## src/rtl/music_player_mix_if.sv

```systemverilog
// Bus bundle between the music player core and its surroundings.
// The vol signal exists only when MUSIC_PLAYER_VOLUME_EN is defined.
interface music_player_mix_if #(
  parameter int unsigned NUM_VOICES = 2,
  parameter int unsigned SAMPLE_W   = 16,
  parameter int unsigned SONG_W     = 2
);
  logic                           play_pause;
  logic                           next;
  logic                           prev;
  logic                           song_done;
  logic                           NewFrame;
  logic [NUM_VOICES*SAMPLE_W-1:0] voice_sample;
`ifdef MUSIC_PLAYER_VOLUME_EN
  logic [2:0]                     vol;
`endif
  logic                           ready;
  logic                           beat;
  logic                           play;
  logic [SONG_W-1:0]              song;
  logic                           reset_play;
  logic [SAMPLE_W-1:0]            sample;
  logic                           sample_valid;

  modport master (
    output play_pause, next, prev, song_done, NewFrame, voice_sample,
`ifdef MUSIC_PLAYER_VOLUME_EN
    output vol,
`endif
    input  ready, beat, play, song, reset_play, sample, sample_valid
  );

  modport slave (
    input  play_pause, next, prev, song_done, NewFrame, voice_sample,
`ifdef MUSIC_PLAYER_VOLUME_EN
    input  vol,
`endif
    output ready, beat, play, song, reset_play, sample, sample_valid
  );
endinterface

```

## src/rtl/music_player_mix.sv

```systemverilog
// Music player core: frame synchroniser, beat generator, transport FSM and saturating voice mixer.
// Optional MUSIC_PLAYER_VOLUME_EN adds a vol input that right-shifts the mix before saturation.
module music_player_mix #(
  parameter int unsigned NUM_SONGS  = 4,
  parameter int unsigned NUM_VOICES = 2,
  parameter int unsigned SAMPLE_W   = 16,
  parameter int unsigned BEAT_DIV   = 1000,
  parameter int unsigned SONG_W     = 2
) (
  input  logic             clk,
  input  logic             reset,
  music_player_mix_if.slave bus
);
  localparam int unsigned SUM_W = SAMPLE_W + 3;
  localparam int unsigned CNT_W = (BEAT_DIV > 1) ? $clog2(BEAT_DIV) : 1;
  localparam logic [SONG_W-1:0] LAST_SONG = SONG_W'(NUM_SONGS - 1);
  localparam logic [CNT_W-1:0]  LAST_CNT  = CNT_W'(BEAT_DIV - 1);

  typedef enum logic [1:0] {RST, PAUSED, PLAY, STEP} state_t;

  state_t                   state, state_d;
  logic                     s1, s2, ready_d;
  logic [CNT_W-1:0]         count, count_d;
  logic [SONG_W-1:0]        song_d;
  logic                     resume, resume_d;
  logic                     dir_up, dir_up_d;
  logic signed [SUM_W-1:0]  sum_c, shifted_c;
  logic [SAMPLE_W-1:0]      sat_c;

  // Two flops of synchronisation; the ready flop doubles as the edge-detect third stage.
  assign ready_d = s1 & ~s2;

  always_comb begin
    count_d = count;
    if (bus.reset_play)
      count_d = '0;
    else if (bus.ready)
      count_d = (count == LAST_CNT) ? '0 : count + CNT_W'(1);
  end

  // beat is registered with look-ahead so it coincides with the ready it counts
  always_ff @(posedge clk) begin
    if (reset) begin
      s1        <= 1'b0;
      s2        <= 1'b0;
      bus.ready <= 1'b0;
      bus.beat  <= 1'b0;
      count     <= '0;
    end else begin
      s1        <= bus.NewFrame;
      s2        <= s1;
      bus.ready <= ready_d;
      bus.beat  <= ready_d && (count_d == LAST_CNT);
      count     <= count_d;
    end
  end

  // Transport FSM: next > prev > song_done > play_pause, inputs ignored in STEP/RST
  always_comb begin
    state_d  = state;
    song_d   = bus.song;
    resume_d = resume;
    dir_up_d = dir_up;
    case (state)
      RST: state_d = resume ? PLAY : PAUSED;
      PAUSED: begin
        if (bus.next) begin
          state_d = STEP; dir_up_d = 1'b1; resume_d = 1'b0;
        end else if (bus.prev) begin
          state_d = STEP; dir_up_d = 1'b0; resume_d = 1'b0;
        end else if (bus.play_pause) begin
          state_d = PLAY;
        end
      end
      PLAY: begin
        if (bus.next) begin
          state_d = STEP; dir_up_d = 1'b1; resume_d = 1'b0;
        end else if (bus.prev) begin
          state_d = STEP; dir_up_d = 1'b0; resume_d = 1'b0;
        end else if (bus.song_done) begin
          state_d = STEP; dir_up_d = 1'b1; resume_d = 1'b1;
        end else if (bus.play_pause) begin
          state_d = PAUSED;
        end
      end
      STEP: begin
        if (dir_up)
          song_d = (bus.song == LAST_SONG) ? '0 : bus.song + SONG_W'(1);
        else
          song_d = (bus.song == '0) ? LAST_SONG : bus.song - SONG_W'(1);
        state_d = RST;
      end
      default: state_d = RST;
    endcase
  end

  always_ff @(posedge clk) begin
    if (reset) begin
      state          <= RST;
      bus.song       <= '0;
      resume         <= 1'b0;
      dir_up         <= 1'b1;
      bus.play       <= 1'b0;
      bus.reset_play <= 1'b1;
    end else begin
      state          <= state_d;
      bus.song       <= song_d;
      resume         <= resume_d;
      dir_up         <= dir_up_d;
      bus.play       <= (state_d == PLAY);
      bus.reset_play <= (state_d == RST);
    end
  end

  // Mixer: sign-extended sum, optional attenuation, then clamp to the sample range
  always_comb begin
    sum_c = '0;
    if (bus.play) begin
      for (int i = 0; i < NUM_VOICES; i++)
        sum_c = sum_c + SUM_W'($signed(bus.voice_sample[i*SAMPLE_W +: SAMPLE_W]));
    end
`ifdef MUSIC_PLAYER_VOLUME_EN
    shifted_c = sum_c >>> bus.vol;
`else
    shifted_c = sum_c;
`endif
    if ((shifted_c[SUM_W-1:SAMPLE_W-1] == '0) || (shifted_c[SUM_W-1:SAMPLE_W-1] == '1))
      sat_c = shifted_c[SAMPLE_W-1:0];
    else
      sat_c = {shifted_c[SUM_W-1], {(SAMPLE_W-1){~shifted_c[SUM_W-1]}}};
  end

  always_ff @(posedge clk) begin
    if (reset) begin
      bus.sample       <= '0;
      bus.sample_valid <= 1'b0;
    end else begin
      bus.sample_valid <= bus.ready;
      if (bus.ready)
        bus.sample <= sat_c;
    end
  end
endmodule

```

## src/flat_wrapper.sv

```systemverilog
// flat-port wrapper written by rule: the top's interface ports become plain ports
module music_player_mix_flat 
#(
  parameter int unsigned NUM_SONGS  = 4,
  parameter int unsigned NUM_VOICES = 2,
  parameter int unsigned SAMPLE_W   = 16,
  parameter int unsigned BEAT_DIV   = 1000,
  parameter int unsigned SONG_W     = 2
)
  (clk, reset, bus_play_pause, bus_next, bus_prev, bus_song_done, bus_NewFrame, bus_voice_sample, bus_ready, bus_beat, bus_play, bus_song, bus_reset_play, bus_sample, bus_sample_valid);
  music_player_mix_if #(.NUM_VOICES(NUM_VOICES), .SAMPLE_W(SAMPLE_W), .SONG_W(SONG_W)) bus_i ();
  input  logic clk;
  input  logic reset;
  input wire logic [$bits(bus_i.play_pause)-1:0] bus_play_pause;
  input wire logic [$bits(bus_i.next)-1:0] bus_next;
  input wire logic [$bits(bus_i.prev)-1:0] bus_prev;
  input wire logic [$bits(bus_i.song_done)-1:0] bus_song_done;
  input wire logic [$bits(bus_i.NewFrame)-1:0] bus_NewFrame;
  input wire logic [$bits(bus_i.voice_sample)-1:0] bus_voice_sample;
  output wire logic [$bits(bus_i.ready)-1:0] bus_ready;
  output wire logic [$bits(bus_i.beat)-1:0] bus_beat;
  output wire logic [$bits(bus_i.play)-1:0] bus_play;
  output wire logic [$bits(bus_i.song)-1:0] bus_song;
  output wire logic [$bits(bus_i.reset_play)-1:0] bus_reset_play;
  output wire logic [$bits(bus_i.sample)-1:0] bus_sample;
  output wire logic [$bits(bus_i.sample_valid)-1:0] bus_sample_valid;
  assign bus_i.play_pause = bus_play_pause;
  assign bus_i.next = bus_next;
  assign bus_i.prev = bus_prev;
  assign bus_i.song_done = bus_song_done;
  assign bus_i.NewFrame = bus_NewFrame;
  assign bus_i.voice_sample = bus_voice_sample;
  assign bus_ready = bus_i.ready;
  assign bus_beat = bus_i.beat;
  assign bus_play = bus_i.play;
  assign bus_song = bus_i.song;
  assign bus_reset_play = bus_i.reset_play;
  assign bus_sample = bus_i.sample;
  assign bus_sample_valid = bus_i.sample_valid;
  music_player_mix #(.NUM_SONGS(NUM_SONGS), .NUM_VOICES(NUM_VOICES), .SAMPLE_W(SAMPLE_W), .BEAT_DIV(BEAT_DIV), .SONG_W(SONG_W)) u_core (.clk(clk), .reset(reset), .bus(bus_i));
endmodule
```

## config.mk

```make
export PLATFORM = sky130hd
export DESIGN_NAME = music_player_mix_flat
export DESIGN_NICKNAME = d
export VERILOG_FILES = /design/src/rtl/music_player_mix_if.sv /design/src/rtl/music_player_mix.sv /design/src/flat_wrapper.sv
export SDC_FILE = /design/constraint.sdc
export NUM_CORES = 1
export LEC_CHECK = 0
export CAP_MARGIN = 20
export CORE_ASPECT_RATIO = 1.4
export CORE_MARGIN = 2
export CORE_UTILIZATION = 35
export DETAILED_ROUTE_END_ITERATION = 8
export PLACE_DENSITY_LB_ADDON = 0.15
export SYNTH_ARGS = -nofsm -noshare
export SYNTH_HDL_FRONTEND = slang
export SYNTH_SLANG_ARGS = --single-unit
```

## constraint.sdc

```tcl
create_clock -name clk -period 2.7 [get_ports clk]
set_input_delay 0.54 -clock clk [delete_from_list [all_inputs] [get_ports clk]]
set_output_delay 0.54 -clock clk [all_outputs]
set_load 0.1 [all_outputs]
```

-- Word-level counts from Yosys, hierarchy flattened
Index checks and enable logic that the tools add are counted.
- register bits after elaboration: 39
- input port bits: 39
- word-level logic and storage cells: 64
- add/sub/neg operators: 4
- equality and inequality tests: 10
- muxes and demuxes: 26
- bitwise gates (word level): 3
- reduce and logical (&&, ||, !) cells: 8
- operators by type and width (kind ; number):
    two-way mux 10 bit ; 3
    two-way mux 2 bit ; 11
    == test 10 bit, second input constant ; 2
    two-way mux 19 bit ; 1
    adder 16 x 16 -> 17 bit ; 1
    two-way mux 16 bit ; 1
    adder 10 x 1 -> 10 bit, second input constant ; 1
    == test 2 bit, second input constant ; 4
    one-hot mux 2 bit (4 select lines) ; 1
    two-way mux 1 bit ; 7
    logical NOT 2 bit ; 3
    == test 4 bit, second input constant ; 1
    logical NOT 4 bit ; 1
    inequality test 4 bit, second input constant ; 1
    one-hot mux 1 bit (2 select lines) ; 2
    inequality test 3 bit, second input constant ; 1
    AND reduction 3 bit ; 1
    adder 2 x 1 -> 2 bit, second input constant ; 1
    == test 2 x 1 -> 1 bit, second input constant ; 1
    inverter 1 bit ; 2
    nonzero test 2 bit ; 1
    subtractor 2 x 1 -> 2 bit, second input constant ; 1
    AND 1 bit ; 1
    logical AND 1 bit ; 1
    logical OR 1 bit ; 1

-- Depth between registers and ports, before layout
Gate-level depths: netlist of run 1.
- depth in word-level cells: 6
- depth in mapped cells: 12
- mapped depth without buffers: 11

-- Least setup slack after synthesis of run 1
OpenSTA, ideal clock, no wires.
- path type: input-to-reg
- start point: input port bus_voice_sample[1]
- end point: register u_core.bus.sample[3]
- setup time: 0.075 ns
- arrival: 2.758 ns
- data required time: 2.625 ns
- path slack: -0.133 ns
- cell stages on the path: 11
- cell sequence: ha_1 -> a211oi_2 -> o211a_1 -> nor2_2 -> a31o_1 -> a311o_1 -> mux2i_1 -> or2_2 -> buf_2 -> buf_6 -> a31oi_1
- word-level cells in the longest chain between the ends: 5
- elaborated cells between the ends (all ways): 7
- RTL lines (what ; line ; source):
    from (decl) ; flat_wrapper.sv:19 ; input wire logic [$bits(bus_i.voice_sample)-1:0] bus_voice_sample;
    adder 16 x 16 -> 17 bit * ; music_player_mix.sv:120 ; sum_c = sum_c + SUM_W'($signed(bus.voice_sample[i*SAMPLE_W +: SAMPLE_W]));
    two-way mux 19 bit * ; music_player_mix.sv:118 ; if (bus.play) begin
    == test 4 bit / logical NOT 4 bit (equally long branches) ; music_player_mix.sv:127 ; if ((shifted_c[SUM_W-1:SAMPLE_W-1] == '0) || (shifted_c[SUM_W-1:SAMPLE_W-1] == '1))
    logical OR 1 bit ; music_player_mix.sv:127 ;
    two-way mux 16 bit * ; music_player_mix.sv:127 ;
    to (signal assigned) ; music_player_mix.sv:140 ; bus.sample <= sat_c;
    to (decl) ; music_player_mix_if.sv:38 ; output ready, beat, play, song, reset_play, sample, sample_valid
Mark *: on every way between the ends. The rest lies on a longest branch, timed or not.
A chain may end at the register's enable or synchronous reset.

-- Final worst setup path of run 1
- start point: input port bus_voice_sample[22]
- end point: register u_core.bus.sample[3]
Same word-level chain as after synthesis.

==> results.json, run 1 <==
{
  "tightest_slew_ns": 0.343,
  "die_w_um": 75.4,
  "cts_tree": "yes",
  "ys.warnings.count": 0,
  "io_buffers": 61,
  "cp.arrival_ns": 2.76,
  "postPlaceCellArea_sq_mm": 0.00349,
  "nets": 484,
  "share_comb_of_total_power_pct": 35.5,
  "async_reset_ff_share_pct": 0,
  "die-area_sq_mm": 0.00783,
  "pwr-share-seq_pct": 37.8,
  "core_sq_mm": 0.00694,
  "maxSlewHeadroom_pct": 76.6,
  "grt.total_usage_pct": 17.7,
  "critPathMaxFanout": 5,
  "power.share.switching_pct": 30.5,
  "dp_hpwl_um": 4870,
  "synth_cell_types": 53,
  "dp_slack_ns": -0.832,
  "drive_above_1_share_pct": 33.6,
  "fin_setup_tns_ns": 0,
  "syn_nets": 365,
  "start_util_pct": 36.0,
  "layout_common_cells": "buf_4, dfxtp_1, nor2_1",
  "post-route-min-period_ns": 2.59,
  "multi_input_area_sq_mm": 0.00192,
  "cts_buffers": 5,
  "antenna_found_initial": 0,
  "grt_max_degree": 28,
  "root_buffer": "clkbuf_8",
  "power_switching_uw": 491,
  "crit_required_ns": 2.87,
  "min_path_cells": 1,
  "ant_nets": 0,
  "syn_area_per_cell_sq_um": 8.16,
  "power_density_mw_per_mm2": 401,
  "finalSetupViolations": 0,
  "worstSetupPathType": "primary input to register",
  "n_antenna_cell": 0,
  "cts_max_path_buffers": 2,
  "drt_pre_antenna_iters": 4,
  "fmax_mhz": 387,
  "die_h_um": 104,
  "ys_ff_latch": 39,
  "final_common_cell": "buf_4",
  "htree_levels": 2,
  "clockPowerShare_pct": 26.7,
  "vias_per_cell": 4.96,
  "finalWeightedCongestion": 0.826,
  "outcome": "finished clean",
  "grt_overflow_total": 0,
  "io_pins": 62,
  "whs_ns": 0.409,
  "drt-initial-drc-count": 53,
  "setup_ws_ns": 0.114,
  "cap_violations": 0,
  "grt_pass1_vias": 2614,
  "ys_seq_area_share_pct": 31.3,
  "instances_no_fill": 521,
  "synthCells": 306,
  "clk_pin_slew_ns": 0.07,
  "finalClockSkew_ns": 0.00794,
  "nFillCells": 674,
  "synth_flop_cell": "dfxtp_1",
  "clock_latency_ns": 0.29,
  "postRouteWirelength_um": 6600,
  "finalHoldViolations": 0,
  "syn-cell-area_sq_mm": 0.00250,
  "grt_pass1_wl_um": 11200,
  "rows": 36,
  "drc_errors": 0,
  "cts_num_sinks": 39,
  "postLayoutCellArea_sq_mm": 0.00401,
  "end_kind": "register",
  "vdd_drop_max_v": 0.000197,
  "vias": 2584,
  "startpoint_type": "primary input",
  "final-seq-area_sq_um": 781,
  "r2r_cells": 6,
  "hold_class": "register to register",
  "dp.cells": 498,
  "synth_edf_count": 0,
  "wl_per_cell_um": 12.7,
  "area_growth_pct": 60.6,
  "drv_slew": 0,
  "p_leak_nw": 1.64,
  "min_period_over_period_pct": 95.8,
  "intPower_mw": 1.12
}
## Yosys cell counts, types with 9 or more instances
cell       n  area [sq um]
nand2b_1  21           131
clkbuf_1   9          33.8
xor2_1    11          96.3
xnor2_1    9          78.8
a21oi_1   16          80.1
nor2b_1   11          68.8
o21ai_0   12          60.1
nor2_1    31           116
inv_1      9          33.8
nand2_1   28           105
dfxtp_1   39           781
ha_1      19           238
a31oi_1   15          93.8
## path summary, 6_finish.rpt
check | slack (ns) | endpoint | startpoint
setup / recovery | 0.11 | u_core.bus.sample[3] | bus_voice_sample[22]
hold / removal | 0.41 | u_core.bus.ready | u_core.s2
setup reg to reg | 0.51 | u_core.bus.beat | u_core.count[0]
hold reg to reg | 0.41 | u_core.bus.ready | u_core.s2
## kinds of logic (layout without fill, tap and decap cells)
family / count (synthesis) / in the layout / share of synthesized area [%]
muxes: 4 / 4 / 1.80
buffers and inverters: 21 / 141 / 3.81
and+or+nand+nor: 125 / 125 / 25.3
xor gates and xnor gates: 20 / 20 / 7.02
AOI/OAI and AO/OA: 76 / 76 / 20.1
DFF: 39 / 39 / 31.3
adders and majority gates: 21 / 21 / 10.7
## final cells by class
class / count / area share [%]
repair buffers: 124 / 26.1
multi-input cells: 246 / 48.0
well taps: 95 / 2.97
inverters: 9 / 0.843
clock inverters: 1 / 0.187
flip-flops and latches: 39 / 19.5
clock buffers: 7 / 2.40
## critical path: stages
cell and delay [ns]:
dlygate4sd2_1 0.26, ha_4 0.26, a21oi_4 0.12, o21a_1 0.18, nor2_2 0.06, a31o_1 0.22
a311o_1 0.34, buf_12 0.16, mux2i_4 0.18, buf_6 0.13, buf_12 0.12, o211ai_1 0.07
a31oi_1 0.10
## timing repair
item / 4_1_cts / 5_1_grt
hold buffers: 0 / 0
buffers inserted: 9 / 6
setup endpoints to repair: 16 / 15
gates resized for setup: 64 / 25
gates cloned: 1 / 0
pin swaps: 23 / 17
## metrics by stage
| stage | utilization (%) | total power [mW] |
|---|---|---|
| final | 57.8 | 1.61 |
| after CTS | 56.2 | 1.59 |
| after global placement | 50.3 | 1.10 |
| after detailed placement | 50.3 | 1.10 |
| after floorplan | - | 0.897 |
| after global routing | 57.8 | 1.70 |
## state kept, by name (all words and copies together) (netlist names)
name and flops:
u_core.dir_up 1, u_core.bus.song 2, u_core.bus.reset_play 1, u_core.s2 1, u_core.bus.sample_valid 1, u_core.bus.sample 16, u_core.s1 1, u_core.state 2
u_core.resume 1, u_core.bus.play 1, u_core.bus.ready 1, u_core.count 10, u_core.bus.beat 1
## layer usage
metal	vias to the layer above	wire (um)	global-route usage, %
li1	1328	-	-
met2	45	3720	32.9
met5	-	0	0
met4	0	80	4.76
met1	1205	2600	20.4
met3	6	197	1.94
## power groups by stage
| stage | clock network (mW) | registers (mW) | logic [mW] |
|---|---|---|---|
| final | 0.429 | 0.609 | 0.571 |
| after global routing | 0.464 | 0.612 | 0.626 |
| after CTS | 0.441 | 0.609 | 0.539 |
| after detailed placement | 0 | 0.623 | 0.477 |
| after global placement | 0 | 0.622 | 0.476 |
| after floorplan | 0 | 0.673 | 0.224 |
Power figures use the tool's default switching activity.
==> run 2, diff against run 1 <==
Settings changed: CORE_UTILIZATION 35 to 45.
==> results.json, run 2 (synthesized netlist as in run 1, its figures left out) <==
{
  "end_kind": "register",
  "finalWeightedCongestion": 0.861,
  "largestRegisters": "u_core.bus.sample x16, u_core.count x10",
  "drt_pre_antenna_iters": 4,
  "post-route-min-period_ns": 2.68,
  "gr-usage-met2_pct": 39.0,
  "finalSetupViolations": 0,
  "wl_per_cell_um": 14.2,
  "reg2reg_to": "u_core.bus.beat",
  "hp-start": "u_core.s2",
  "outcome": "finished clean",
  "setup_ws_ns": 0.0193,
  "finalHoldViolations": 0,
  "cts_tree": "yes",
  "die_h_um": 92.1,
  "min_path_cells": 1,
  "fin_setup_tns_ns": 0,
  "core_sq_mm": 0.00545,
  "grt_pass1_wl_um": 10100,
  "startpoint_type": "primary input",
  "die_w_um": 66.9,
  "layout_common_cells": "buf_4, dfxtp_1, nor2_1",
  "vias_per_cell": 5.32,
  "clk_pin_slew_ns": 0.08,
  "vias": 2580,
  "drt-initial-drc-count": 59,
  "reg2reg_slack_ns": 0.52,
  "postPlaceCellArea_sq_mm": 0.00342,
  "power_density_mw_per_mm2": 398,
  "critPathMaxFanout": 14,
  "hold_end": "u_core.bus.ready",
  "final_common_cell": "buf_4",
  "grt_busiest_layer": "met2",
  "hold_buffers": 0,
  "largest-register": "u_core.bus.sample",
  "drc_errors": 0,
  "postLayoutCellArea_sq_mm": 0.00391,
  "drive_above_1_share_pct": 32.1,
  "vdd_drop_max_v": 0.000211,
  "r2r_cells": 6,
  "ant_nets": 0,
  "postRouteWirelength_um": 6890,
  "area_growth_pct": 56.7,
  "grt_use_met3_pct": 3.19,
  "cts_num_sinks": 39,
  "finalClockSkew_ns": 0.00649,
  "grtUsageMet1_pct": 23.2,
  "min_period_over_period_pct": 99.3,
  "grt_overflow_total": 0,
  "cap_violations": 0,
  "whs_ns": 0.416,
  "worstSetupPathType": "primary input to register",
  "root_buffer": "clkbuf_8",
  "nets": 475,
  "r2r-start": "u_core.count[0]",
  "cts_max_path_buffers": 2,
  "clock_latency_ns": 0.29,
  "grt_pass1_vias": 2418,
  "hold_class": "register to register",
  "start_util_pct": 45.8,
  "htree_levels": 2,
  "crit_required_ns": 2.92,
  "grt.total_usage_pct": 20.8,
  "rows": 32,
  "largest_reg_flops": 16,
  "io_buffers": 61,
  "tightest_slew_ns": 0.676,
  "maxSlewHeadroom_pct": 54.7,
  "die-area_sq_mm": 0.00617,
  "antenna_found_initial": 0,
  "io_pins": 62,
  "n_antenna_cell": 0,
  "grt_max_degree": 28,
  "cts_buffers": 5,
  "dp_hpwl_um": 4660,
  "p_leak_nw": 1.64,
  "cp.arrival_ns": 2.90,
  "drv_slew": 0,
  "fmax_mhz": 373,
  "dp_slack_ns": -0.862
}
run 2: power breakdown:
group / internal, mW / switching, mW / total, mW
combinational: 0.286 / 0.286 / 0.573
clock: 0.181 / 0.195 / 0.376
sequential: 0.590 / 0.0185 / 0.609
total: 1.06 / 0.500 / 1.56
run 2: area by class of cell:
type / instances / area, sq um
fill: 424 / 1530
clock buffer: 7 / 76.3
tap: 68 / 85.1
clock inverter: 1 / 5.00
sequential: 39 / 781
timing repair buffer: 114 / 961
inverter: 9 / 33.8
multi-input combinational: 247 / 1970
run 2: what timing repair did:
action                                  4_1_cts  5_1_grt
endpoints found under the setup margin       15       15
pin swaps                                    16       26
buffers inserted                              4        7
resized for setup                            39       50
gates cloned                                  0        1
run 2: worst max-delay path by stage:
stage,start,endpoint,slack [ns]
floorplan,bus_voice_sample[0],u_core.bus.sample[3],0.01
global placement,bus_voice_sample[0],u_core.bus.sample[3],-0.74
detailed placement,bus_voice_sample[0],u_core.bus.sample[3],-0.86
CTS,bus_voice_sample[4],u_core.bus.sample[3],-0.005
global route,bus_voice_sample[3],u_core.bus.sample[3],-0.05
finish,bus_voice_sample[12],u_core.bus.sample[3],0.02
run 2: critical path, stage by stage:
cell and delay (ns):
clkdlybuf4s50_1 0.50, ha_4 0.22, a21o_1 0.17, a21oi_1 0.14, nor2_1 0.07, a311o_1 0.39, buf_4 0.18, mux2i_4 0.18
buf_12 0.16, o211ai_1 0.15, a31oi_4 0.20
run 2: routing by layer:
metal	wire length [um]	part of all wire [%]
met5	0	0
met4	171	2.5
met3	217	3.1
met2	3810	55
met1	2690	39
run 2: through the flow:
step                      cells  util [%]  total power, mW
after floorplan             306         -            0.897
after global routing        485      71.9             1.63
final                       485      71.9             1.56
after CTS                   478      67.3             1.50
after detailed placement    466      62.8             1.09
after global placement      466      62.8             1.09
